File: config.mk
export PLATFORM = sky130hd
export DESIGN_NAME = racod_query_sched
export DESIGN_NICKNAME = d
export VERILOG_FILES = /design/src/rtl/racod_query_sched.sv
export SDC_FILE = /design/constraint.sdc
export NUM_CORES = 1
export LEC_CHECK = 0
export CAP_MARGIN = 20
export CELL_PAD_IN_SITES_DETAIL_PLACEMENT = 0
export CELL_PAD_IN_SITES_GLOBAL_PLACEMENT = 1
export CORE_AREA = 4 4 379 381
export DETAILED_ROUTE_END_ITERATION = 10
export DIE_AREA = 0 0 383 385
export DONT_BUFFER_PORTS = 1
export PLACE_DENSITY_LB_ADDON = 0.1
export SLEW_MARGIN = 20
export SYNTH_ARGS = -nofsm -noshare
export SYNTH_HDL_FRONTEND = slang
export SYNTH_SLANG_ARGS = --single-unit
export TNS_END_PERCENT = 10
File: constraint.sdc
create_clock -name clk -period 2.75 [get_ports clk]
set_input_delay 0.825 -clock clk [delete_from_list [all_inputs] [get_ports clk]]
set_output_delay 0.825 -clock clk [all_outputs]
set_load 0.005 [all_outputs]
File: src/rtl/racod_query_sched.sv
// Round-robin scheduler sharing one racod_top collision core among NUM_REQ requesters.
// Optional WAIT-state watchdog enabled by defining RACOD_SCHED_TIMEOUT_EN.
module racod_query_sched #(
  parameter int NUM_REQ     = 4,
  parameter int CFG_W       = 192,
  parameter int TIMEOUT_CYC = 1024
) (
  input  logic                     clk,
  input  logic                     rst,
  input  logic [NUM_REQ-1:0]       req_valid,
  input  logic [NUM_REQ*CFG_W-1:0] req_data,
  output logic [NUM_REQ-1:0]       req_ready,
  output logic [NUM_REQ-1:0]       resp_valid,
  output logic                     resp_collision,
  output logic                     resp_timeout,
  output logic [CFG_W-1:0]         cfg_data,
  output logic                     cfg_valid,
  input  logic                     core_done,
  input  logic                     core_collision,
  output logic                     busy
);

  localparam int IW = (NUM_REQ > 1) ? $clog2(NUM_REQ) : 1;
  localparam logic [NUM_REQ-1:0] ONE = NUM_REQ'(1);

  if (NUM_REQ < 2 || NUM_REQ > 8) begin : g_bad_num_req
    $error("racod_query_sched: NUM_REQ must be 2..8");
  end
  if (TIMEOUT_CYC < 1) begin : g_bad_timeout
    $error("racod_query_sched: TIMEOUT_CYC must be >= 1");
  end

  typedef enum logic [1:0] {IDLE, ISSUE, WAIT, RESP} state_t;

  state_t               state, state_nxt;
  logic [IW-1:0]        ptr, ptr_nxt, gnt, gnt_nxt;
  logic [IW-1:0]        arb_idx, arb_cand;
  logic                 arb_hit, take;
  logic [CFG_W-1:0]     arb_data, cfg_data_nxt;
  logic [NUM_REQ-1:0]   ready_nxt, resp_valid_nxt;
  logic                 cfg_valid_nxt, coll_nxt, to_nxt, busy_nxt;

`ifdef RACOD_SCHED_TIMEOUT_EN
  localparam int CW = $clog2(TIMEOUT_CYC + 1);
  localparam logic [CW-1:0] CNT_LAST = CW'(TIMEOUT_CYC - 1);
  logic [CW-1:0] wait_cnt, wait_cnt_nxt;
`endif

  // Arbitration: first asserted request searching upward from ptr+1, wrapping.
  always_comb begin
    arb_hit  = 1'b0;
    arb_idx  = '0;
    arb_cand = '0;
    for (int k = 1; k <= NUM_REQ; k++) begin
      arb_cand = IW'((int'(ptr) + k) % NUM_REQ);
      if (!arb_hit && req_valid[arb_cand]) begin
        arb_hit = 1'b1;
        arb_idx = arb_cand;
      end
    end
    arb_data = '0;
    for (int i = 0; i < NUM_REQ; i++) begin
      if (IW'(i) == arb_idx) arb_data = req_data[i*CFG_W +: CFG_W];
    end
  end

  // Next-state and registered-output values; a grant is registered so req_ready
  // is seen in an IDLE cycle, letting RESP overlap the next arbitration.
  always_comb begin
    state_nxt      = state;
    ptr_nxt        = ptr;
    gnt_nxt        = gnt;
    cfg_data_nxt   = cfg_data;
    ready_nxt      = '0;
    resp_valid_nxt = '0;
    cfg_valid_nxt  = 1'b0;
    coll_nxt       = 1'b0;
    to_nxt         = 1'b0;
    take           = 1'b0;
`ifdef RACOD_SCHED_TIMEOUT_EN
    wait_cnt_nxt   = wait_cnt;
`endif
    case (state)
      IDLE: begin
        if (|req_ready) begin
          state_nxt     = ISSUE;
          cfg_valid_nxt = 1'b1;
        end else begin
          take = arb_hit;
        end
      end
      ISSUE: begin
        state_nxt = WAIT;
`ifdef RACOD_SCHED_TIMEOUT_EN
        wait_cnt_nxt = '0;
`endif
      end
      WAIT: begin
        if (core_done) begin
          state_nxt      = RESP;
          resp_valid_nxt = ONE << gnt;
          coll_nxt       = core_collision;
        end
`ifdef RACOD_SCHED_TIMEOUT_EN
        else if (wait_cnt == CNT_LAST) begin
          state_nxt      = RESP;
          resp_valid_nxt = ONE << gnt;
          coll_nxt       = 1'b1;
          to_nxt         = 1'b1;
        end else begin
          wait_cnt_nxt = wait_cnt + CW'(1);
        end
`endif
      end
      RESP: begin
        state_nxt = IDLE;
        take      = arb_hit;
      end
      default: state_nxt = IDLE;
    endcase
    if (take) begin
      ready_nxt    = ONE << arb_idx;
      cfg_data_nxt = arb_data;
      gnt_nxt      = arb_idx;
      ptr_nxt      = arb_idx;
    end
    busy_nxt = (state_nxt != IDLE);
  end

  always_ff @(posedge clk or negedge rst) begin
    if (!rst) begin
      state          <= IDLE;
      ptr            <= IW'(NUM_REQ - 1);
      gnt            <= '0;
      cfg_data       <= '0;
      req_ready      <= '0;
      resp_valid     <= '0;
      cfg_valid      <= 1'b0;
      resp_collision <= 1'b0;
      resp_timeout   <= 1'b0;
      busy           <= 1'b0;
    end else begin
      state          <= state_nxt;
      ptr            <= ptr_nxt;
      gnt            <= gnt_nxt;
      cfg_data       <= cfg_data_nxt;
      req_ready      <= ready_nxt;
      resp_valid     <= resp_valid_nxt;
      cfg_valid      <= cfg_valid_nxt;
      resp_collision <= coll_nxt;
      resp_timeout   <= to_nxt;
      busy           <= busy_nxt;
    end
  end

`ifdef RACOD_SCHED_TIMEOUT_EN
  always_ff @(posedge clk or negedge rst) begin
    if (!rst) wait_cnt <= '0;
    else      wait_cnt <= wait_cnt_nxt;
  end
`endif

endmodule

==> impl_metrics.env <==
export IMPL_violations="hold timing"
export IMPL_syn_avg_cell_area_sq_um=8.721
export IMPL_initial_utilization_pct=8.668
export IMPL_cts_tree="yes"
export IMPL_period_minus_slack_ns=2.435
export IMPL_die_y_microns=385
export IMPL_final_cell_mix="nand2_1 (400), dfrtp_1 (207), o221ai_1 (192), a32oi_1 (100), a21boi_0 (93)"
export IMPL_relSlewSlack_pct=48.54
export IMPL_worst_setup_path_end_kind="flop"
export IMPL_synth_area_mux_share_pct=0
export IMPL_synth_simple_area_share_pct=13.85
export IMPL_synth_nets=2177
export IMPL_cts_buffers=34
export IMPL_arrival_ns=2.86
export IMPL_utilization_pct=11.55
export IMPL_hp_class="primary input to asynchronous set/reset pin"
export IMPL_dr_total_vias=12160
export IMPL_power_density_nw_per_um2=1381
export IMPL_mostFrequentLayoutCell="nand2_1"
export IMPL_timing_final_crit_share_pct=88.55
export IMPL_synth_compound_area_share_pct=37.13
export IMPL_clockRootBuffer="clkbuf_16"
export IMPL_power_mw=22.43
export IMPL_place_detailed_hpwl_microns=73340
export IMPL_ctsResizeCount=0
export IMPL_h_tree_depth=2
export IMPL_synth_top_family_by_area="compound AO/OA/AOI/OAI gates"
export IMPL_clock_path_buffers=3
export IMPL_fin_nets=2159
export IMPL_max_freq_ghz=0.4107
export IMPL_hold_viol_final=33
export IMPL_port_buffers=0
export IMPL_die_area_sq_um=147500
export IMPL_placed_cells_incl_taps=3233
export IMPL_gr_usage_all_layers_pct=11.77
export IMPL_ys_ff_latch=209
export IMPL_cap_viol_max_count=0
export IMPL_setup_viol=0
export IMPL_rrSetupSlack_ns=0.31
export IMPL_worstRegToRegCells=7
export IMPL_yosys_warnings=0
export IMPL_place_gp_congestion=0.8016
export IMPL_fin_skew_ns=0.01686
export IMPL_syn_inst=1397
export IMPL_crit_path_start_kind="flop"
export IMPL_antenna_found_initial=36
export IMPL_peakVddDrop_mv=0.7357
export IMPL_drv_slew=0
export IMPL_r2r_start="ptr[1]"
export IMPL_grt_pass1_vias=13360
export IMPL_syn_cell_area_sq_um=12180
export IMPL_cts_sinks=209
export IMPL_grt_max_degree=210
export IMPL_drtIter0Drc=599
export IMPL_drive_above_1_share_pct=11.90
export IMPL_grt_overflow=0
export IMPL_clkTransAtPathRegs_ns=0.06
export IMPL_rows=138
export IMPL_grt_setup_unrepaired="no"
export IMPL_antenna_left=0
export IMPL_tightest_slew_ns=0.7719
export IMPL_status="complete, but fails checks"
export IMPL_area_growth_pct=33.27
export IMPL_timing_hold_ws_ns=-0.04325
export IMPL_setup_worst_path_start="ptr[1]"
export IMPL_routed_via_density=3.668
export IMPL_crit_type="flop to flop"
export IMPL_yosysSeqAreaShare_pct=42.95
export IMPL_num_io_pins=980
export IMPL_synthXorXnorAreaFrac_pct=0
export IMPL_insertion_delay_ns=0.56
export IMPL_grt_first_pass_wirelength_microns=120100
export IMPL_synthAdderAreaFrac_pct=0.4108
export IMPL_path_max_fanout=29
export IMPL_wl_per_cell_microns=27.85
export IMPL_setup_worst_path_end="cfg_data[46]"
export IMPL_firstDrtPassIters=5
export IMPL_synth_cell_types=38
export IMPL_cp_required_ns=3.17
export IMPL_r2r_end="cfg_data[46]"
export IMPL_route_detailed_drc=0
export IMPL_final_cell_count_no_fill=3315
export IMPL_die_w_microns=383
export IMPL_leakage_nw=5.674
export IMPL_wl_microns=92330
export IMPL_fp_coreArea_sq_um=140600
cell families (layout without fill, tap and decap cells):
family / Yosys count / in the layout
other: 1 / 23
flip-flops: 209 / 209
adder cells (fa/ha/maj): 4 / 4
buffers and inverters: 165 / 171
AND/OR/NAND/NOR: 431 / 431
AO/OA/AOI/OAI: 587 / 587
through the flow:
stage | setup WS [ns] | TNS [ns] | instance area [sq um]
CTS | 0.1652 | 0 | 16180
detailed placement | -0.08845 | -0.09449 | 15140
global route | 0.1427 | 0 | 16210
global placement | -0.06065 | -0.06065 | 15140
finish | 0.3149 | 0 | 16240
floorplan | 0.4356 | 0 | 12180
routing by layer:
| metal | global-route usage (%) | routed length, microns |
|---|---|---|
| met1 | 12.01 | 32910 |
| met2 | 21.33 | 47940 |
| met3 | 4.954 | 8682 |
| met4 | 4.461 | 2742 |
| met5 | 0 | 48 |
cell usage after synthesis (all sizes together):
cell type  count  share of area [%]
nand2b         1              0.051
o221ai       192                 14
buf           61                2.4
dfrtp        207                 43
nor2b          4               0.21
a21boi        94                5.8
o211ai         1              0.062
nor3           5               0.25
a21oi          4               0.16
inv            4               0.12
clkbuf       100                3.1
conb           1              0.031
a21o           1              0.062
nand2        400                 12
and2           1              0.051
nand3          2              0.082
or3            1              0.051
o21ai         96                3.9
and3           2               0.10
o22ai          1              0.051
o21a           1              0.062
dfstp          2               0.43
nor2          11               0.40
ha             4               0.41
o21bai         2               0.12
a211oi        92                5.7
nor4           1               0.17
nand3b         1              0.062
o22a           1              0.072
or2            2               0.10
a32oi        101                7.3
a22oi          1              0.062
where the power goes:
group,internal (mW),total (mW),switching (mW)
sequential,4.76,6.63,1.88
clock,2.51,4.30,1.79
combinational,4.28,11.5,7.22
total,11.5,22.4,10.9
state kept, by name, indices dropped and copies added (netlist names):
register        flops
cfg_data          192
req_ready           4
resp_valid          4
gnt                 2
ptr                 2
state               2
busy                1
cfg_valid           1
resp_collision      1
how the worst min path moves through the flow:
stage,from,end,depth (start not counted)
after floorplan,gnt[1],resp_valid[1],1
final,rst,cfg_data[106],0
after CTS,rst,cfg_data[109],0
after global placement,gnt[1],resp_valid[0],1
after detailed placement,gnt[1],resp_valid[0],1
after global routing,rst,cfg_data[106],0
critical path, cell delays in order (launching register included):
cell and delay, ns:
dfstp_2 0.64, nand2_1 0.15, a21boi_4 0.27, buf_12 0.22, a21boi_0 0.16, buf_4 0.16, a211oi_1 0.46, o21ai_0 0.18
layout make-up:
type / count / area [sq um]
Antenna cell: 22 / 55.05
Fill cell: 16280 / 124300
Multi-Input combinational cell: 1023 / 6339
Inverter: 4 / 15.01
Timing Repair Buffer: 107 / 1191
Sequential cell: 209 / 5233
Clock buffer: 56 / 1015
Tap cell: 1890 / 2365
Clock inverter: 4 / 23.77
what timing repair did:
action / CTS / global route
buffers inserted: 0 / 0
endpoints found under the hold margin: 207 / 177
setup endpoints to repair: 0 / 0
Power figures use the tool's default switching activity.
